$ cat config.mk
export PLATFORM = sky130hd
export DESIGN_NAME = bcd_serial_adder
export DESIGN_NICKNAME = d
export VERILOG_FILES = /design/src/rtl/bcd_pkg.sv /design/src/rtl/bcd_adder.sv /design/src/rtl/bcd_serial_adder.sv
export SDC_FILE = /design/constraint.sdc
export NUM_CORES = 1
export LEC_CHECK = 0
export BUFFER_PORTS_ARGS = -buffer_cell sky130_fd_sc_hd__clkbuf_2
export CAP_MARGIN = 20
export CORE_MARGIN = 8
export CORE_UTILIZATION = 49
export DETAILED_ROUTE_END_ITERATION = 16
export GPL_TIMING_DRIVEN = 0
export MAX_ROUTING_LAYER = met4
export PLACE_DENSITY = 0.74
export SETUP_SLACK_MARGIN = 0.15
export SKIP_LAST_GASP = 1
export SYNTH_ARGS = -nofsm -noshare
export SYNTH_HDL_FRONTEND = slang
export SYNTH_SLANG_ARGS = --single-unit
$ cat constraint.sdc
create_clock -name clk -period 3.66 [get_ports clk]
set_input_delay 0.366 -clock clk [delete_from_list [all_inputs] [get_ports clk]]
set_output_delay 0.366 -clock clk [all_outputs]
set_load 0.02 [all_outputs]
$ cat src/rtl/bcd_pkg.sv
// Shared types and constants for the serial BCD adder.
package bcd_pkg;

    typedef logic [3:0] bcd_digit_t;

    typedef enum logic [1:0] {
        IDLE = 2'd0,
        ADD  = 2'd1,
        DONE = 2'd2
    } state_t;

    localparam bcd_digit_t BCD_MAX = 4'd9;

endpackage

$ cat src/rtl/bcd_adder.sv
// Single-digit BCD adder: a + b + cin -> decimal ones digit and carry.
module bcd_adder
    import bcd_pkg::*;
(
    input  bcd_digit_t a,
    input  bcd_digit_t b,
    input  logic       cin,
    output bcd_digit_t sum_c,
    output logic       cout_c
);

    logic [4:0] raw;

    // Binary add, then +6 correction when the result leaves the decimal range.
    always_comb begin
        raw = 5'(a) + 5'(b) + 5'(cin);
        if (raw > 5'(BCD_MAX)) begin
            sum_c  = 4'(raw + 5'd6);
            cout_c = 1'b1;
        end else begin
            sum_c  = raw[3:0];
            cout_c = 1'b0;
        end
    end

endmodule

$ cat src/rtl/bcd_serial_adder.sv
// Digit-serial BCD adder: one shared digit adder, one digit per cycle.
module bcd_serial_adder
    import bcd_pkg::*;
#(
    parameter int unsigned DIGITS = 4
) (
    input  logic                    clk,
    input  logic                    reset,
    input  logic                    start,
    input  bcd_digit_t [DIGITS-1:0] a,
    input  bcd_digit_t [DIGITS-1:0] b,
    output logic                    ready,
    output logic                    done,
    output bcd_digit_t [DIGITS:0]   sum,
    output logic                    err
);

    localparam int unsigned IDX_W = $clog2(DIGITS + 1);

    state_t                  state_q, state_d;
    bcd_digit_t [DIGITS-1:0] a_q, a_d;
    bcd_digit_t [DIGITS-1:0] b_q, b_d;
    bcd_digit_t [DIGITS:0]   sum_q, sum_d;
    logic [IDX_W-1:0]        idx_q, idx_d;
    logic                    carry_q, carry_d;
    logic                    err_q, err_d;
    logic                    ready_q, ready_d;
    logic                    done_q, done_d;

    bcd_digit_t              dig_a, dig_b, add_sum;
    logic                    add_cout;

    // Digit-indexed operand muxes feeding the shared adder.
    always_comb begin
        dig_a = '0;
        dig_b = '0;
        for (int k = 0; k < int'(DIGITS); k++) begin
            if (idx_q == IDX_W'(k)) begin
                dig_a = a_q[k];
                dig_b = b_q[k];
            end
        end
    end

    bcd_adder u_bcd_adder (
        .a      (dig_a),
        .b      (dig_b),
        .cin    (carry_q),
        .sum_c  (add_sum),
        .cout_c (add_cout)
    );

    // Next-state and datapath updates.
    always_comb begin
        state_d = state_q;
        a_d     = a_q;
        b_d     = b_q;
        sum_d   = sum_q;
        idx_d   = idx_q;
        carry_d = carry_q;
        err_d   = err_q;

        case (state_q)
            IDLE: begin
                if (start) begin
                    a_d     = a;
                    b_d     = b;
                    sum_d   = '0;
                    idx_d   = '0;
                    carry_d = 1'b0;
                    err_d   = 1'b0;
                    state_d = ADD;
                end
            end
            ADD: begin
                for (int k = 0; k < int'(DIGITS); k++) begin
                    if (idx_q == IDX_W'(k)) begin
                        sum_d[k] = add_sum;
                    end
                end
                carry_d = add_cout;
                if ((dig_a > BCD_MAX) || (dig_b > BCD_MAX)) begin
                    err_d = 1'b1;
                end
                if (idx_q == IDX_W'(DIGITS - 1)) begin
                    sum_d[DIGITS] = {3'b000, add_cout};
                    state_d       = DONE;
                end else begin
                    idx_d = idx_q + IDX_W'(1);
                end
            end
            DONE: begin
                state_d = IDLE;
            end
            default: begin
                state_d = IDLE;
            end
        endcase

        ready_d = (state_d == IDLE);
        done_d  = (state_d == DONE);
    end

    // State and datapath registers with asynchronous reset.
    always_ff @(posedge clk or posedge reset) begin
        if (reset) begin
            state_q <= IDLE;
            a_q     <= '0;
            b_q     <= '0;
            sum_q   <= '0;
            idx_q   <= '0;
            carry_q <= 1'b0;
            err_q   <= 1'b0;
            ready_q <= 1'b1;
            done_q  <= 1'b0;
        end else begin
            state_q <= state_d;
            a_q     <= a_d;
            b_q     <= b_d;
            sum_q   <= sum_d;
            idx_q   <= idx_d;
            carry_q <= carry_d;
            err_q   <= err_d;
            ready_q <= ready_d;
            done_q  <= done_d;
        end
    end

    assign ready = ready_q;
    assign done  = done_q;
    assign sum   = sum_q;
    assign err   = err_q;

endmodule

Word-level counts from Yosys, hierarchy flattened
Index checks and enable logic that the tools add are counted.
{ "op_classes": {"n_addsub": 4, "n_lt_le_gt_ge": 3, "n_eq_ne": 12, "muxes": 27, "n_reduce_logical": 13} }
{ "ops": {"columns": ["operator", "count"], "rows": [
  ["two-way mux 4 bit", 14],
  ["one-hot mux 20 bit (2 select lines)", 1],
  ["two-way mux 20 bit", 1],
  ["AND reduction 3 bit", 6],
  ["inequality test 2 bit, second input constant", 7],
  ["greater-than comparator 4 bit, second input constant", 2],
  ["equality test 3 x 2 -> 1 bit, second input constant", 2],
  ["two-way mux 3 bit", 2],
  ["one-hot mux 3 bit (2 select lines)", 1],
  ["adder 4 x 4 -> 5 bit", 1],
  ["adder 5 x 1 -> 5 bit", 1],
  ["greater-than comparator 5 x 4 -> 1 bit, second input constant", 1],
  ["adder 4 x 3 -> 4 bit, second input constant", 1],
  ["logical NOT 2 bit", 2],
  ["two-way mux 2 bit", 2],
  ["one-hot mux 1 bit (2 select lines)", 2],
  ["one-hot mux 2 bit (2 select lines)", 1],
  ["AND reduction 2 bit", 2],
  ["adder 3 x 1 -> 3 bit, second input constant", 1],
  ["equality test 3 x 1 -> 1 bit, second input constant", 1],
  ["logical NOT 3 bit", 1],
  ["two-way mux 1 bit", 3],
  ["equality test 2 x 1 -> 1 bit, second input constant", 1],
  ["equality test 2 bit, second input constant", 1],
  ["2 further kinds", 2]
]} }
{ "word_totals": {"ff_bits": 61, "in_bits": 35, "output_inout_bits": 23} }

Logic depth before layout (Yosys ltp)
Gate-level depths: netlist (run 1).
{ "depth": {"depth_word": 11, "mapped_depth": 16, "mapped_depth_nobuf": 15} }

Modules after synthesis
A second synthesis (run 1) with hierarchy kept.
{ "hier_totals": {"hier_cells": 311, "hier_area_um2": 2850.2} }
{ "by_module_without_submodules": {"columns": ["module", "instances", "cells_per_inst", "area_each_um2", "seq_area_each_um2"], "rows": [
  ["bcd_serial_adder", 1, 289, 2638.8, 1452.6],
  ["bcd_adder", 1, 22, 211.5, 0.0]
]} }

Worst setup path after synthesis (run 1)
No wires, ideal clock.
{ "synth_timing": {"path_type": "register -> register", "from": "register idx_q[1]", "to": "register sum_q (netlist bit sum[2])", "setup_ps": 68, "t_arrival_ps": 3652, "required_time_ps": 3592, "setup_slack_ps": -60, "stages_incl_launch_ff": 16, "n_path_buf": 2, "period_less_slack_ps": 3720, "path_cell_list": "dfrtp_1 inv_1 ha_1 clkbuf_1 buf_2 a21oi_1 o21ai_0 a22oi_1 fa_1 fa_1 xor2_1 ha_1 a22o_1 o311ai_4 mux2i_1 a32o_1"} }
{ "synth_between": {"elab_chain_len": 11} }
{ "synth_lines": {"columns": ["item", "line", "text"], "rows": [
  ["start, declared", "bcd_serial_adder.sv:24", "logic [IDX_W-1:0] idx_q, idx_d;"],
  ["start signal, assigned", "bcd_serial_adder.sv:121", "idx_q <= idx_d;"],
  ["logical NOT 3 bit", "bcd_serial_adder.sv:38, bcd_serial_adder.sv:77", null],
  ["two-way mux 4 bit (4 in series)", "bcd_serial_adder.sv:38", "if (idx_q == IDX_W'(k)) begin"],
  ["adder 4 x 4 -> 5 bit", "bcd_adder.sv:16", "raw = 5'(a) + 5'(b) + 5'(cin);"],
  ["adder 5 x 1 -> 5 bit", "bcd_adder.sv:16", null],
  ["adder 4 x 3 -> 4 bit or greater-than comparator 5 x 4 -> 1 bit (tied branches)", "bcd_adder.sv:18, bcd_adder.sv:17", null],
  ["two-way mux 4 bit", "bcd_adder.sv:17", "if (raw > 5'(BCD_MAX)) begin"],
  ["two-way mux 4 bit", "bcd_serial_adder.sv:77", "if (idx_q == IDX_W'(k)) begin"],
  ["one-hot mux 20 bit (2 select lines)", "bcd_serial_adder.sv:63", "case (state_q)"],
  ["end signal, assigned", "bcd_serial_adder.sv:120", "sum_q <= sum_d;"],
  ["end, declared", "bcd_serial_adder.sv:23", "bcd_digit_t [DIGITS:0] sum_q, sum_d;"]
]} }
Parallel ways exist; a longest one is shown, timed or not. The select of a mux whose other input is x is not followed.
A chain may end at the register's enable or synchronous reset.

Worst setup path after layout (run 1)
{ "layout_timing": {"from": "register idx_q[2]", "to": "register sum_q (netlist bit sum[2])"} }
Same word-level chain as after synthesis.

==> results.tsv, run 1 <==
metric	value	unit
Post-synth EDFFs	0	
Top FF cell, synth	dfrtp_1	
initial antenna violation count	0	
die area	0.008387	sq mm
status	complete, but fails checks	
delay of the slowest critical-path stage	490	ps
Async S/R FF share, synth	1.000	
met1 usage	0.2053	
gpl congestion	0.8035	
largest net degree at the start of global routing	33	
Vias	2117	
ant diodes	0	
relative slew slack	0.4553	
Final Slew Violations	0	
clock sink total	58	
Post-route DRC	0	
WL/cell	16.76	um
final-layout fill cell count	423	
Post-Syn Area	0.002799	sq mm
CTS tree	yes	
CTS Buf Count	9	
Cell Rows	27	
R2R depth	12	
input/output buffers	54	
first-pass GRT wire length	11210	um
IO Count	58	
Chip Height	91.58	um
final hold violation count	0	
Syn Area/Cell	11.91	sq um
max-cap violation count	0	
final worst-path setup slack	-40.09	ps
min cycle time layout	3700	ps
Yosys warnings	0	
RSZ-0062 raised after global routing	yes	
CP Launch Type	flip-flop	
grt ovf	0	
Critical Path RT	3930	ps
fmax	270.3	MHz
antenna-violating nets left	0	
first drt pass iteration count	4	
Worst-Skew Late Latency	330	ps
vias per cell	5.373	
worst endpoint data arrival time	3970	ps
DP Worst Slack	-341.5	ps
vias in the first global route	2331	
synth-to-layout area growth	30.76	%
Setup Skew	5.080	ps
count of cell types in the netlist	39	
Seq/Total Area, Yosys	0.5190	
Worst Tran Pin Value	813.4	ps
most common cell after layout, fill and taps aside	dfrtp_1	
Crit path depth	12	
Crit. End Element	flip-flop	
Top delay family on crit path	adder cells	
CP bufs+invs	2	
crit-path cells	inv_1 > ha_2 > clkbuf_4 > a22oi_2 > fa_2 > fa_2 > xor2_2 > ha_2 > a22o_4 > o311ai_4 > mux2i_4 > a32o_1	
All-Layer GR Usage	0.1719	
H-tree depth	3	
WS Path Type	reg2reg	
crit path max fanout	10	
# hold bufs at CTS	0	
WL final	6604	um
Tcrit/Tclk final	1.011	
Post-Synthesis Cells	235	
GR Util met2	0.2599	
slowest CP cell	dfrtp_1	
GR peak layer	met2	
Initial DRC Count	105	
HPWL Detailed	4762	um
failing checks	setup timing	
Worst-path clk slew	60	ps
met3 Use GR	0.04691	
commonest cells after routing, fill and taps aside	dfrtp_1 (56), clkbuf_2 (54), mux2_2 (35)	
core area	0.005507	sq mm
Initial Utilization	0.5083	
root buffer cell	clkbuf_8	
share of cells above drive strength 1	0.4876	
die width	91.58	um
Hold WC Path Type	in2async	
Clock Path Buffers	2	
Synth Register Bits	58	
final setup vio count	3	
layout net count	365	
==> cell usage after synthesis (all sizes together) (3+ instances only) <==
library cell  instances  share of area
a22o                  6          0.019
inv                  13          0.017
o31ai                 6          0.016
o21ai                12          0.021
nand2                20          0.027
nand2b                5          0.011
clkbuf                4         0.0054
nor2                  7         0.0094
a21oi                 9          0.016
nor2b                 3         0.0067
dfrtp                57           0.51
a32o                  7          0.025
nand3b                3         0.0080
buf                   8          0.017
a211o                 3         0.0094
mux2                 35           0.14
ha                    9          0.040
==> path summary, 6_finish.rpt <==
check,from,end,slack (ps)
setup / recovery,idx_q[2]$_DFFE_PP0P_,sum[2]$_DFFE_PP0P_,-40
hold / removal,reset,sum[5]$_DFFE_PP0P_,80
setup reg to reg,idx_q[2]$_DFFE_PP0P_,sum[2]$_DFFE_PP0P_,-40
hold reg to reg,sum[7]$_DFFE_PP0P_,sum[7]$_DFFE_PP0P_,480
max in group asynchronous,reset,a_q[8]$_DFFE_PP0P_,3000
min in group clk,a[9],a_q[9]$_DFFE_PP0P_,260
==> metal layers <==
metal,share of wire,vias to the layer above
li1,-,1001
met1,0.45,1043
met2,0.48,62
met3,0.054,11
met4,0.016,0
met5,0,-
==> kinds of logic after synthesis <==
group | after synthesis | share of synthesized area
other cells | 1 | 0.001340
buf+inv | 25 | 0.03978
flops | 58 | 0.5190
compound gates | 57 | 0.1520
xor+xnor | 2 | 0.006260
simple gates | 44 | 0.07913
mux | 37 | 0.1480
fa+ha+maj | 11 | 0.05454
==> through the flow <==
step / setup TNS, ps / area [sq um] / util / instances / hold slack, ps
finish: -114.2 / 3660 / 0.6646 / 394 / 82.02
global route: -1147 / 3660 / 0.6646 / 394 / 115.1
CTS: 0 / 3562 / 0.6469 / 390 / 86.36
detailed placement: -2973 / 3229 / 0.5865 / 364 / 445.0
global placement: -1952 / 3209 / 0.5828 / 363 / 461.5
floorplan: 0 / 2849 / - / 237 / 471.6
==> registers in the layout (all words and copies together) (netlist names), 2 cells and up <==
register and flops:
state_q 2, sum 17, b_q 16, a_q 16, idx_q 3
==> area by class of cell <==
| class | instances | area, sq um | area share |
|---|---|---|---|
| tap | 72 | 90.09 | 0.02462 |
| buffer | 12 | 102.6 | 0.02803 |
| inverter | 13 | 51.30 | 0.01402 |
| sequential | 58 | 1454 | 0.3973 |
| clock buffer | 14 | 152.6 | 0.04171 |
| timing repair buffer | 71 | 417.9 | 0.1142 |
| multi-input combinational | 154 | 1391 | 0.3802 |
==> repair_timing <==
item                                    4_1_cts  5_1_grt
endpoints found under the setup margin       14       14
setup buffers                                12        4
resized for setup                            21       16
cloned                                        0        0
pin swaps                                    11       14
Power of run 1 is not shown: default switching activity piles up to over one toggle a cycle in this logic, so the estimate is an artifact.
==> run 2: changes to the inputs <==
--- a/config.mk
+++ b/config.mk
@@ -8,11 +8,11 @@
 export BUFFER_PORTS_ARGS = -buffer_cell sky130_fd_sc_hd__clkbuf_2
 export CAP_MARGIN = 20
 export CORE_MARGIN = 8
-export CORE_UTILIZATION = 49
+export CORE_UTILIZATION = 50
 export DETAILED_ROUTE_END_ITERATION = 16
 export GPL_TIMING_DRIVEN = 0
 export MAX_ROUTING_LAYER = met4
-export PLACE_DENSITY = 0.74
+export PLACE_DENSITY = 0.73
 export SETUP_SLACK_MARGIN = 0.15
 export SKIP_LAST_GASP = 1
 export SYNTH_ARGS = -nofsm -noshare
==> constraint.sdc (replaced) <==
create_clock -name clk -period 4.1 [get_ports clk]
set_input_delay 0.41 -clock clk [delete_from_list [all_inputs] [get_ports clk]]
set_output_delay 0.41 -clock clk [all_outputs]
set_load 0.02 [all_outputs]
==> run 2 against run 1 <==
  * Non-clock buffer count shrank 12
  * Setup slack gained 340 ps
  * Routed wire length is 6.7% lower
  * The flow now finishes without violations
==> results.tsv, run 2 (synthesized netlist as in run 1, its figures left out) <==
metric	value	unit
status	finished, final reports clean	
grt ovf	0	
antenna-violating nets left	0	
first drt pass iteration count	4	
WS Path Type	reg2reg	
RSZ-0062 raised after global routing	no	
crit path max fanout	10	
Cell Rows	27	
WL/cell	16.05	um
Chip Height	90.82	um
reg2reg setup slack	300	ps
die width	90.82	um
gpl congestion	0.8407	
Critical Path End	sum[2]$_DFFE_PP0P_	
most common cell after layout, fill and taps aside	dfrtp_1	
RR Startpoint	idx_q[0]$_DFFE_PP0P_	
Critical Path RT	4370	ps
Setup Skew	8.946	ps
Crit Reg-Reg Endpoint	sum[2]$_DFFE_PP0P_	
vias in the first global route	2113	
fmax	262.9	MHz
CTS Buf Count	9	
min cycle time layout	3804	ps
HPWL Detailed	4491	um
Sum Neg Setup Slack	0	ps
final setup vio count	0	
worst endpoint data arrival time	4070	ps
Worst-Skew Late Latency	330	ps
Vias	2060	
Worst-path clk slew	60	ps
CTS tree	yes	
layout net count	353	
Final Slew Violations	0	
core area	0.005473	sq mm
crit path from	idx_q[0]$_DFFE_PP0P_	
WL final	6163	um
vias per cell	5.365	
R2R depth	16	
Finished Cell Area	0.003481	sq mm
max-cap violation count	0	
share of cells above drive strength 1	0.4359	
most numerous cell on the critical path	fa_2	
delay of the slowest critical-path stage	400	ps
synth-to-layout area growth	24.36	%
Clock Path Buffers	2	
relative slew slack	0.4579	
Initial DRC Count	88	
largest net degree at the start of global routing	31	
Post-route DRC	0	
slowest CP cell	dfrtp_1	
commonest cells after routing, fill and taps aside	dfrtp_1 (57), clkbuf_2 (55), mux2_2 (35)	
ant diodes	0	
# hold bufs at CTS	0	
first-pass GRT wire length	10070	um
final hold violation count	0	
crit-path cells	inv_1 > ha_1 > clkbuf_4 > nand2_1 > nor2_2 > a21oi_1 > o21ai_1 > a22oi_2 > fa_2 > fa_2 > xor2_2 > ha_2 > a22o_4 > o311ai_4 > mux2i_2 > a32o_1	
All-Layer GR Usage	0.1551	
clock sink total	58	
H-tree depth	3	
root buffer cell	clkbuf_8	
Crit. End Element	flip-flop	
fin util	0.6360	
Largest register FFs	17	
WHS	134.5	ps
cell area after placement	0.003187	sq mm
IO Count	58	
Initial Utilization	0.5114	
initial antenna violation count	0	
Worst Tran Pin Value	809.6	ps
Hold WC Path Type	in2async	
input/output buffers	54	
Tcrit/Tclk final	0.9279	
die area	0.008248	sq mm
CP Launch Type	flip-flop	
run 2: worst min-delay path by stage:
stage / from / to / slack, ps / cells past startpoint
floorplan: a_q[11]$_DFFE_PP0P_ / a_q[11]$_DFFE_PP0P_ / 470 / 1
global placement: sum[7]$_DFFE_PP0P_ / sum[7]$_DFFE_PP0P_ / 460 / 2
detailed placement: sum[5]$_DFFE_PP0P_ / sum[5]$_DFFE_PP0P_ / 470 / 2
CTS: reset / b_q[15]$_DFFE_PP0P_ / 160 / 2
global route: reset / b_q[15]$_DFFE_PP0P_ / 200 / 2
finish: reset / a_q[15]$_DFFE_PP0P_ / 130 / 2
run 2: critical path, delay by kind of cell (launching register included):
kind	cells	cell delay [ps]
multiplexers	1	400
AO/OA/AOI/OAI	6	1120
XOR/XNOR	1	190
flip-flops	1	400
AND/OR/NAND/NOR	2	170
adder cells (fa/ha/maj)	4	1120
buffers and inverters	2	350
run 2: per-stage QoR:
step	cells	worst slack [ps]
after detailed placement	364	-161.9
after global routing	384	99.26
after floorplan	237	379.5
after CTS	382	162.2
after global placement	363	-149.8
final	384	295.6
run 2: area by class of cell:
cell class | count | area [sq um]
Fill cell | 463 | 1992
Timing Repair Buffer | 59 | 320.3
Buffer | 12 | 81.33
Multi-Input combinational cell | 154 | 1290
Clock buffer | 14 | 162.7
Inverter | 13 | 48.80
Sequential cell | 58 | 1453
Clock inverter | 2 | 35.03
Tap cell | 72 | 90.09
run 2: layer usage:
| metal | share of wire | wire length (um) | up-vias | global-route usage |
|---|---|---|---|---|
| met1 | 0.45 | 2775 | 1000 | 0.1934 |
| met4 | 0.017 | 104 | 0 | 0.06821 |
| met2 | 0.48 | 2942 | 63 | 0.2302 |
| met3 | 0.055 | 340 | 12 | 0.04323 |
| met5 | 0 | 0 | - | - |
| li1 | - | - | 985 | - |
run 2: what timing repair did:
item	4_1_cts	5_1_grt
pin swaps	5	6
endpoints found under the setup margin	12	12
setup buffers	2	2
resized for setup	12	12
Power of run 2 is left out for the same reason.
==> run 3: changes to the inputs <==
--- a/config.mk
+++ b/config.mk
@@ -7,6 +7,7 @@
 export LEC_CHECK = 0
 export BUFFER_PORTS_ARGS = -buffer_cell sky130_fd_sc_hd__clkbuf_2
 export CAP_MARGIN = 20
+export CORE_ASPECT_RATIO = 0.8
 export CORE_MARGIN = 8
 export CORE_UTILIZATION = 50
 export DETAILED_ROUTE_END_ITERATION = 16
==> run 3 against run 2 <==
  * Sequential share of layout area down 0.45 points
  * Cell count grew 1.6%
  * Non-clock buffer count unchanged
  * Critical path depth up 1
  * Routed wire length grew 6.8%
  * Global-route usage is 2.0 points higher
  * Critical endpoint unchanged
==> results.tsv, run 3 (synthesized netlist as in run 1, its figures left out) <==
metric	value	unit
status	finished, final reports clean	
clock sink total	58	
root buffer cell	clkbuf_8	
fmax	265.0	MHz
CTS tree	yes	
slowest CP cell	dfrtp_1	
crit path max fanout	10	
RSZ-0062 raised after global routing	no	
final hold violation count	0	
cell area after placement	0.003194	sq mm
All-Layer GR Usage	0.1753	
Clock Path Buffers	2	
Final Slew Violations	0	
Chip Height	82.92	um
Post-Layout Cell Count	390	
cell count after placement	370	
HPWL Detailed	4758	um
relative slew slack	0.4852	
core area	0.005435	sq mm
Storage cell area	0.001453	sq mm
commonest cells after routing, fill and taps aside	dfrtp_1 (57), clkbuf_2 (54), mux2_2 (35)	
final-layout fill cell count	433	
worst endpoint data arrival time	4040	ps
Worst-path clk slew	60	ps
first drt pass iteration count	4	
die width	99.65	um
share of cells above drive strength 1	0.4391	
grt ovf	0	
ant diodes	0	
final setup vio count	0	
CTS Buf Count	9	
antenna-violating nets left	0	
first-pass GRT wire length	11100	um
Initial Utilization	0.5150	
delay of the slowest critical-path stage	410	ps
gpl congestion	0.8352	
min cycle time layout	3774	ps
CP bufs+invs	3	
input/output buffers	54	
IO Count	58	
Vias	2092	
max-cap violation count	0	
WS Path Type	reg2reg	
multi-input logic area	0.001304	sq mm
Hold WC Path Type	in2async	
most common cell after layout, fill and taps aside	dfrtp_1	
Crit. End Element	flip-flop	
initial antenna violation count	0	
Worst Tran Pin Value	768.9	ps
Critical Path RT	4370	ps
Sum Neg Setup Slack	0	ps
Finished Cell Area	0.003518	sq mm
vias in the first global route	2198	
Tcrit/Tclk final	0.9205	
Largest register FFs	17	
Cell Rows	24	
CP Launch Type	flip-flop	
die area	0.008263	sq mm
Initial DRC Count	123	
most numerous cell on the critical path	fa_2	
vias per cell	5.364	
H-tree depth	3	
largest net degree at the start of global routing	33	
Top delay family on crit path	adder cells	
layout net count	353	
WL/cell	16.88	um
Post-route DRC	0	
WL final	6582	um
Setup Skew	4.026	ps
fin util	0.6473	
synth-to-layout area growth	25.70	%
Worst-Skew Late Latency	330	ps
crit-path cells	inv_1 > ha_1 > buf_4 > nand2_1 > nor2_1 > a21oi_1 > o21ai_0 > a22oi_1 > fa_2 > fa_2 > xor2_2 > ha_2 > a22o_4 > o311ai_4 > buf_6 > mux2i_4 > a32o_1	
run 3: per-stage QoR:
step                      hold WS [ps]  setup slack (ps)
after floorplan                  471.6             379.5
after global placement           462.7            -174.8
after detailed placement         466.5            -348.2
after CTS                        194.3             194.1
after global routing             207.6             166.1
final                            168.3             325.8
run 3: final timing paths:
kind	slack, ps	end	depth (start not counted)	start
min in group clk	300	b_q[5]$_DFFE_PP0P_	2	b[5]
setup reg to reg	330	sum[2]$_DFFE_PP0P_	17	idx_q[0]$_DFFE_PP0P_
hold reg to reg	480	sum[11]$_DFFE_PP0P_	2	sum[11]$_DFFE_PP0P_
max in group asynchronous	3340	sum[2]$_DFFE_PP0P_	3	reset
setup / recovery	330	sum[2]$_DFFE_PP0P_	17	idx_q[0]$_DFFE_PP0P_
hold / removal	170	b_q[3]$_DFFE_PP0P_	2	reset
run 3: cell type report:
type,count,share of cell area
inverters,13,0.01387
clock inverters,2,0.009957
multi-input cells,154,0.3706
plain buffers,12,0.02383
repair buffers,59,0.09211
flip-flops and latches,58,0.4129
well taps,78,0.02774
clock buffers,14,0.04908
run 3: what timing repair did:
action | CTS | global route
hold buffers | 0 | 0
endpoints found under the setup margin | 12 | 10
pin swaps | 4 | 6
buffers inserted | 2 | 2
gates resized for setup | 18 | 10
run 3: routing by layer:
| layer | wire length, um | global-route usage | vias to the layer above |
|---|---|---|---|
| met5 | 0 | - | - |
| li1 | - | - | 990 |
| met1 | 2993 | 0.2138 | 1035 |
| met4 | 103 | 0.06859 | 0 |
| met3 | 320 | 0.05167 | 13 |
| met2 | 3164 | 0.2674 | 54 |
Power of run 3 is left out for the same reason.
